### config.mk
export PLATFORM = sky130hd
export DESIGN_NAME = tcp_vlg_ack_sched
export DESIGN_NICKNAME = d
export VERILOG_FILES = /design/src/rtl/tcp_vlg_ack_sched.sv
export SDC_FILE = /design/constraint.sdc
export NUM_CORES = 1
export LEC_CHECK = 0
export CORE_MARGIN = 5
export CORE_UTILIZATION = 30
export DETAILED_ROUTE_END_ITERATION = 8
export PLACE_DENSITY = 0.63
export SKIP_CTS_REPAIR_TIMING = 1
export SKIP_LAST_GASP = 1
export SYNTH_ARGS = -nofsm -noshare
export SYNTH_HDL_FRONTEND = slang
export SYNTH_SLANG_ARGS = --single-unit
### constraint.sdc
create_clock -name clk -period 2.6 [get_ports clk]
set_input_delay 0.26 -clock clk [delete_from_list [all_inputs] [get_ports clk]]
set_output_delay 0.26 -clock clk [all_outputs]
set_load 0.02 [all_outputs]
### src/rtl/tcp_vlg_ack_sched.sv
// tcp_vlg_ack_sched: TCP RX ACK scheduler (delayed ACK/timer/ACK_EVERY built only with TCP_VLG_DELAYED_ACK_EN)
module tcp_vlg_ack_sched #(
  parameter int ACK_DELAY_TICKS = 25000,
  parameter int ACK_EVERY       = 2
) (
  input  logic        clk,
  input  logic        rst,
  input  logic        init,
  input  logic [31:0] init_ack,
  input  logic        close,
  input  logic        seg_val,
  input  logic [31:0] seg_seq,
  input  logic [15:0] seg_len,
  input  logic        seg_psh,
  input  logic        seg_fin,
  output logic        ack_req,
  input  logic        ack_ack,
  output logic [31:0] loc_ack,
  output logic        ooo,
  output logic        fin_rcvd
);
  typedef enum logic [1:0] {IDLE, WAIT, PEND, REQ} state_t;
  state_t      state_q, state_d;
  logic [31:0] loc_ack_q, loc_ack_d;
  logic        ooo_q, ooo_d;
  logic        fin_q, fin_d;
  logic        in_order, mis;
  logic [31:0] adv;
  assign in_order = seg_val && seg_seq == loc_ack_q && (seg_len != 16'd0 || seg_fin);
  assign mis      = seg_val && seg_seq != loc_ack_q;
  assign adv      = loc_ack_q + {16'd0, seg_len} + {31'd0, seg_fin};
  assign ack_req  = state_q == REQ;
  assign loc_ack  = loc_ack_q;
  assign ooo      = ooo_q;
  assign fin_rcvd = fin_q;
  // connection state, ACK number and status flags
  always_ff @(posedge clk or negedge rst)
    if (!rst) begin
      state_q   <= IDLE;
      loc_ack_q <= 32'd0;
      ooo_q     <= 1'b0;
      fin_q     <= 1'b0;
    end else begin
      state_q   <= state_d;
      loc_ack_q <= loc_ack_d;
      ooo_q     <= ooo_d;
      fin_q     <= fin_d;
    end
`ifdef TCP_VLG_DELAYED_ACK_EN
  localparam int PW = $clog2(ACK_EVERY + 1);
  localparam int TW = $clog2(ACK_DELAY_TICKS);
  logic [PW-1:0] pend_q, pend_d, pend_base, pend_inc;
  logic [TW-1:0] timer_q, timer_d;
  state_t        base;
  assign pend_inc = pend_base == '1 ? pend_base : pend_base + PW'(1);
  // pending-segment count and delayed-ACK timer
  always_ff @(posedge clk or negedge rst)
    if (!rst) begin
      pend_q  <= '0;
      timer_q <= '0;
    end else begin
      pend_q  <= pend_d;
      timer_q <= timer_d;
    end
  // next state: close > init > ack_ack consumes REQ > timer expiry > segment classification
  always_comb begin
    state_d   = state_q;
    loc_ack_d = loc_ack_q;
    ooo_d     = 1'b0;
    fin_d     = fin_q;
    pend_d    = pend_q;
    timer_d   = timer_q;
    base      = state_q;
    pend_base = pend_q;
    if (close) begin
      state_d = IDLE;
      fin_d   = 1'b0;
      pend_d  = '0;
      timer_d = '0;
    end else if (init) begin
      state_d   = WAIT;
      loc_ack_d = init_ack;
      fin_d     = 1'b0;
      pend_d    = '0;
      timer_d   = '0;
    end else if (state_q != IDLE) begin
      if (state_q == REQ && ack_ack) begin
        base      = WAIT;
        pend_base = '0;
        timer_d   = '0;
      end
      state_d = base;
      pend_d  = pend_base;
      if (base == PEND) begin
        if (timer_q == TW'(ACK_DELAY_TICKS - 2)) state_d = REQ;
        else timer_d = timer_q + TW'(1);
      end
      if (mis) begin
        ooo_d   = 1'b1;
        state_d = REQ;
      end else if (in_order) begin
        loc_ack_d = adv;
        fin_d     = fin_q | seg_fin;
        pend_d    = pend_inc;
        if (seg_psh || seg_fin || int'(pend_base) + 1 >= ACK_EVERY) state_d = REQ;
        else if (base == WAIT) begin
          state_d = PEND;
          timer_d = '0;
        end
      end
    end
  end
`else
  logic unused_cfg;
  assign unused_cfg = seg_psh ^ (ACK_DELAY_TICKS + ACK_EVERY > 0);
  // next state: close > init > ack_ack consumes REQ > any data/FIN or out-of-order segment requests an ACK
  always_comb begin
    state_d   = state_q;
    loc_ack_d = loc_ack_q;
    ooo_d     = 1'b0;
    fin_d     = fin_q;
    if (close) begin
      state_d = IDLE;
      fin_d   = 1'b0;
    end else if (init) begin
      state_d   = WAIT;
      loc_ack_d = init_ack;
      fin_d     = 1'b0;
    end else if (state_q != IDLE) begin
      if (state_q == REQ && ack_ack) state_d = WAIT;
      if (mis) begin
        ooo_d   = 1'b1;
        state_d = REQ;
      end else if (in_order) begin
        loc_ack_d = adv;
        fin_d     = fin_q | seg_fin;
        state_d   = REQ;
      end
    end
  end
`endif
endmodule

==> summary.md, run 1 <==
| Metric | Value |
|---|---|
| Outcome | finished with violations |
| Failing checks | setup timing |
| Slew Limit Fails | 0 |
| Share of the synthesized area in the top cell type | 0.2849 |
| Post-detail-place hpwl | 9647 µm |
| Syn_area_per_cell | 8.299 µm² |
| Cell with the most instances after synthesis | a21oi_1 |
| Worst path required time | 2.79 ns |
| Buf/Inv on CP | 0 |
| Commonest cells post-synth | a21oi_1 (43), nor2_1 (40), xnor2_1 (37) |
| CP endpoint | loc_ack[16]$_DFFE_PN0P_ |
| Fraction of layout cells with a size suffix above 1 | 0.2053 |
| FILL cells | 988 |
| CTS buffer count | 5 |
| Worst-Skew Late Latency | 0.29 ns |
| Antenna cells | 0 |
| Port bufs | 121 |
| First-iteration detailed-routing DRC count | 164 |
| CTS tree | built |
| Vias/cell | 5.112 |
| Setup Viol. Count Final | 1 |
| Critical path peak fanout | 2 |
| Pwr Total | 3.728 mW |
| Top area cells in the synthesized netlist | dfrtp_1 (28%), xnor2_1 (10%), a21oi_1 (6.8%) |
| Ports | 123 |
| P_leak | 2.135 nW |
| TritonCTS Sinks | 36 |
| Worst reg2reg startpoint | loc_ack[0]$_DFFE_PN0P_ |
| Post-synth ARST share | 1.000 |
| Worst Clk Skew | 0.008023 ns |
| Synth Net Count | 486 |
| Drt first pass iters | 5 |
| Worst vdd ir | 0.3530 mV |
| MaxCap Viol Count | 0 |
| Largest net degree at the start of global routing | 37 |
| First-pass GRT wire length | 18500 µm |
| Antenna violations before repair | 0 |
| Slowest-stage cell, CP | dfrtp_2 |
| H-tree lvl count | 2 |
| Final nets | 674 |
| Setup CP Type | flop to flop |
| Routability-driven placement congestion ratio | 0.8502 |
| Syn-to-layout area delta | 66.28% |
| Die H | 112.7 µm |
| Clock Root Buffer | clkbuf_8 |
| Cell variety after synth | 56 |
| Die width | 112.7 µm |
| Post-synth EDFFs | 0 |
| Critical Path Start | loc_ack[0]$_DFFE_PN0P_ |
| DR vias | 3609 |
| YS warnings | 0 |
| Setup WS post-layout | -0.05677 ns |
| Vias in the first global route | 3605 |
| GRT Residual Overflow | 0 |
| Yosys top cell by area | dfrtp_1 |
| Core area | 10320 µm² |
| Post-Synthesis Cells | 381 |
| Prevailing post-synth register cell | dfrtp_1 |
| Post-Synthesis Cell Area | 3162 µm² |
| Post-route clock period utilization | 1.022 |
| R2R cell count | 9 |
| Worst path top cell family by delay | compound AO/OA/AOI/OAI gates |
| Drt drc | 0 |
| Reg2reg end | loc_ack[16]$_DFFE_PN0P_ |
| Hold crit path type | input port to async pin |
| Die footprint | 12690 µm² |
| Dpl cells | 694 |
| Initial Utilization | 0.3063 |
| R2r setup slk | -0.06 ns |
| DR WL/cell | 16.77 µm |
| Global Route Usage Sum | 0.1817 |
| Final ANT Viol Nets | 0 |
| WL final | 11840 µm |
| Endpoint class of the critical path | flop |
| Slew @ Worst Pin | 0.8749 ns |
| Cell depth of the worst setup path | 9 |
| Slowest Stage Delay on Critical Path | 0.43 ns |
| Cell Chain, Critical Path | fa_2 > fa_2 > a211oi_4 > o211ai_2 > nand4_1 > nand2_1 > a221o_1 > a22o_1 > a22o_1 |
| Max Root-Sink Buffers | 2 |
| Final Hold Vio Count | 0 |
| FP Rows | 37 |
| Power Dens Cells | 709.1 nW/µm² |
| Startpoint Class | flop |
| Seq/Total Area, Yosys | 0.2849 |
| RSZ-0062 raised after global routing | yes |
| Fmax | 0.3764 GHz |
| Flops & latches, synth | 36 |
| Minimum clock period | 2.657 ns |
| Relative slew slack | 0.4167 |
| Worst EP arrival | 2.84 ns |
| CTS clk-pin slew, worst paths | 0.08 ns |
| Cell Count, Final, Fillers Out | 706 |
[cell usage in the layout (no fill, tap or decap), types with 4 or more instances in the layout]
master and instances:
xnor2_2 4, o21ai_1 4, nor3_1 7, o21a_1 7, nor2b_1 5, o22ai_1 6
dfrtp_1 35, o21ai_0 15, a22oi_1 4, xnor2_1 33, nor2_1 40, ha_1 13
inv_1 13, clkbuf_8 6, a211oi_1 4, nand2_1 25, buf_4 74, mux2i_1 8
nand4_1 14, xor2_1 7, a21oi_1 41, nand3_1 10, or3_1 4, clkdlybuf4s50_1 119
[where the power goes]
group | internal (mW) | switching, mW | leakage [nW]
Combinational | 1.28 | 1.17 | 1.67
Sequential | 0.687 | 0.146 | 0.420
Clock | 0.216 | 0.226 | 0.0445
[cell type report]
class | count | area, µm² | share of cell area
tap | 136 | 170.2 | 0.03237
timing repair buffer | 197 | 1804 | 0.3432
clock inverter | 1 | 7.507 | 0.001428
multi-input combinational | 316 | 2238 | 0.4258
sequential | 36 | 902.1 | 0.1716
inverter | 13 | 48.80 | 0.009281
clock buffer | 7 | 86.33 | 0.01642
[cell families after synthesis]
| family | Yosys count | share of synthesized area |
|---|---|---|
| buf+inv | 29 | 0.04155 |
| fa+ha+maj | 17 | 0.07202 |
| xor+xnor | 44 | 0.1219 |
| simple gates | 123 | 0.1959 |
| compound gates | 121 | 0.2477 |
| flops | 36 | 0.2849 |
| mux | 11 | 0.03601 |
[how the worst min path moves through the flow]
stage | startpoint | endpoint | slack (ns)
floorplan | rst | fin_rcvd$_DFFE_PN0P_ | -0.04
global placement | rst | loc_ack[1]$_DFFE_PN0P_ | 0.43
detailed placement | rst | ooo$_DFF_PN0_ | 0.43
CTS | rst | loc_ack[9]$_DFFE_PN0P_ | 0.11
global route | rst | loc_ack[9]$_DFFE_PN0P_ | 0.16
finish | rst | loc_ack[9]$_DFFE_PN0P_ | 0.08
[sequential cells by signal, indices dropped and copies added, names as in the netlist]
register / count
loc_ack: 32
ooo: 1
fin_rcvd: 1
state_q: 2
[stage by stage]
stage	area, µm²	setup slack (ns)	hold WS (ns)	TNS (ns)	utilization
final	5258	-0.05677	0.08458	-0.05677	0.5093
after CTS	5111	-0.1155	0.1095	-0.7217	0.4951
after global routing	5258	-0.1952	0.1572	-0.8264	0.5093
after global placement	5017	-0.3701	0.4316	-5.491	0.4860
after detailed placement	5017	-0.4475	0.4328	-6.619	0.4860
after floorplan	3171	0.001006	-0.03559	0	-
[metal layers]
metal | track usage | share of wire | vias to the layer above
li1 | - | - | 1771
met1 | 0.2346 | 0.42 | 1701
met2 | 0.3096 | 0.50 | 122
met3 | 0.03342 | 0.062 | 15
met4 | 0.05048 | 0.019 | 0
met5 | 0 | 0 | -
Note: power is estimated with default switching activity, not from simulation.
==> run 2: changes to the inputs <==
Settings changed: CORE_UTILIZATION 30 to 40, PLACE_DENSITY 0.63 to 0.89.
==> run 2 against run 1 <==
- the flow still finishes with violations (setup timing)
- critical path type unchanged
- power up 3.3%
- first-iteration DRC count up 110%
- largest cell class unchanged
- sequential cell count unchanged
==> summary.md, run 2 (same netlist as run 1, synthesis figures left out) <==
| Metric | Value |
|---|---|
| P_leak | 2.178 nW (was 2.135 nW) |
| Cell Count, Final, Fillers Out | 670 (was 706) |
| Startpoint Class | flop (unchanged) |
| RSZ-0062 raised after global routing | yes (unchanged) |
| Worst reg2reg startpoint | loc_ack[0]$_DFFE_PN0P_ (unchanged) |
| Setup WS post-layout | -0.04999 ns (was -0.05677 ns) |
| Dpl cells | 656 (was 694) |
| Fraction of layout cells with a size suffix above 1 | 0.2042 (was 0.2053) |
| CTS clk-pin slew, worst paths | 0.08 ns (about the same) |
| Endpoint class of the critical path | flop (unchanged) |
| Post-detail-place hpwl | 9414 µm (was 9647 µm) |
| Minimum clock period | 2.650 ns (was 2.657 ns) |
| Hold crit path type | input port to async pin (unchanged) |
| Worst vdd ir | 0.5583 mV (was 0.3530 mV) |
| Syn-to-layout area delta | 67.08% (was 66.28%) |
| Failing checks | setup timing (unchanged) |
| Worst path required time | 2.78 ns (was 2.79 ns) |
| First-pass GRT wire length | 18630 µm (was 18500 µm) |
| CTS tree | built (unchanged) |
| Worst EP arrival | 2.83 ns (was 2.84 ns) |
| Die footprint | 9782 µm² (was 12690 µm²) |
| MaxCap Viol Count | 0 (unchanged) |
| Final nets | 672 (was 674) |
| Grt met2 use | 0.4230 (was 0.3096) |
| Critical Path Start | loc_ack[0]$_DFFE_PN0P_ (unchanged) |
| Outcome | finished with violations (unchanged) |
| H-tree lvl count | 2 (unchanged) |
| FILL cells | 578 (was 988) |
| Setup WS pre-CTS | -0.4959 ns (was -0.4475 ns) |
| Antenna cells | 0 (unchanged) |
| Post-route clock period utilization | 1.019 (was 1.022) |
| Vias in the first global route | 3796 (was 3605) |
| Max Root-Sink Buffers | 2 (unchanged) |
| Fmax | 0.3774 GHz (was 0.3764 GHz) |
| Final Hold Vio Count | 0 (unchanged) |
| Clock Root Buffer | clkbuf_8 (unchanged) |
| DR vias | 3872 (was 3609) |
| Initial Utilization | 0.4092 (was 0.3063) |
| First-iteration detailed-routing DRC count | 338 (was 164) |
| Commonest non-fill, non-tap cell in the layout | clkdlybuf4s50_1 (unchanged) |
| FP Rows | 32 (was 37) |
| Area of the multi-input gates | 2301 µm² (was 2238 µm²) |
| Grt met1 use | 0.2711 (was 0.2346) |
| Number of flip-flops in the largest register | 32 (unchanged) |
| Register area | 902.1 µm² (unchanged) |
| Core area | 7727 µm² (was 10320 µm²) |
| Worst-Skew Late Latency | 0.29 ns (about the same) |
| TritonCTS Sinks | 36 (unchanged) |
| Global Route Usage Sum | 0.2339 (was 0.1817) |
| Die width | 98.91 µm (was 112.7 µm) |
| Slew @ Worst Pin | 0.8587 ns (was 0.8749 ns) |
| Power Dens Cells | 729.0 nW/µm² (was 709.1 nW/µm²) |
| Drt first pass iters | 5 (unchanged) |
| Final ANT Viol Nets | 0 (unchanged) |
| Port bufs | 121 (unchanged) |
| Die H | 98.91 µm (was 112.7 µm) |
| Vias/cell | 5.779 (was 5.112) |
| Busiest grt layer | met2 (unchanged) |
| Global Route met3 Usage | 0.05449 (was 0.03342) |
| R2r setup slk | -0.05 ns (was -0.06 ns) |
| GRT Residual Overflow | 0 (unchanged) |
| Setup CP Type | flop to flop (unchanged) |
| Worst Clk Skew | 0.004943 ns (was 0.008023 ns) |
| Drt drc | 0 (unchanged) |
| WL final | 12430 µm (was 11840 µm) |
| Antenna violations before repair | 0 (unchanged) |
| Slew Limit Fails | 0 (unchanged) |
| Ports | 123 (unchanged) |
| DR WL/cell | 18.56 µm (was 16.77 µm) |
| Most frequent cells in the layout | clkdlybuf4s50_1 (118), buf_4 (71), a21oi_1 (41) (was clkdlybuf4s50_1 (119), buf_4 (74), a21oi_1 (41)) |
| Relative slew slack | 0.4276 (was 0.4167) |
| Setup Viol. Count Final | 1 (unchanged) |
| Largest net degree at the start of global routing | 37 (unchanged) |
| Critical path peak fanout | 2 (unchanged) |
| CTS buffer count | 5 (unchanged) |
| Routability-driven placement congestion ratio | 0.9349 (was 0.8502) |
-- run 2: path summary, 6_finish.rpt --
path | depth (start not counted) | to
min in group clk | 4 | fin_rcvd$_DFFE_PN0P_
worst max-delay path | 9 | loc_ack[16]$_DFFE_PN0P_
worst max register to register | 9 | loc_ack[16]$_DFFE_PN0P_
max in group asynchronous | 1 | loc_ack[0]$_DFFE_PN0P_
worst min-delay path | 1 | fin_rcvd$_DFFE_PN0P_
worst min register to register | 2 | state_q[1]$_DFFE_PN0P_
-- run 2: worst max-delay path: stages, from the launching register on --
cell	delay, ns
dfrtp_2	0.42
fa_2	0.35
fa_2	0.38
a211oi_4	0.29
o211ai_2	0.14
nand4_1	0.15
nand2_1	0.09
a221o_1	0.32
a22o_1	0.20
a22o_1	0.18
-- run 2: layer usage --
metal  share of wire  vias up
met3           0.092       49
met5               0        -
li1                -     1778
met4           0.036        0
met2            0.51      223
met1            0.36     1822
-- run 2: cell type report --
type                            instances  share of cell area
Timing Repair Buffer                  195              0.3399
Tap cell                              102             0.02416
Multi-Input combinational cell        316              0.4356
Inverter                               13            0.009237
Sequential cell                        36              0.1708
Clock inverter                          2            0.006632
Clock buffer                            6             0.01374
-- run 2: through the flow --
| step | hold WS, ns | power, mW | cell area (µm²) | TNS, ns | util |
|---|---|---|---|---|---|
| floorplan | -0.03559 | 2.045 | 3171 | 0 | - |
| global placement | 0.4113 | 3.045 | 4957 | -4.949 | 0.6415 |
| detailed placement | 0.4071 | 3.121 | 4957 | -7.127 | 0.6415 |
| CTS | 0.09384 | 3.640 | 5065 | -1.163 | 0.6554 |
| global route | 0.1433 | 4.070 | 5283 | -0.7672 | 0.6836 |
| finish | 0.06966 | 3.851 | 5283 | -0.04999 | 0.6836 |
-- run 2: power by group --
group          internal, mW  switching (mW)  leakage (nW)  total [mW]
clock                 0.285           0.216        0.0552       0.501
combinational          1.28            1.23          1.70        2.51
sequential            0.687           0.153         0.420       0.840
total                  2.26            1.59          2.18        3.85
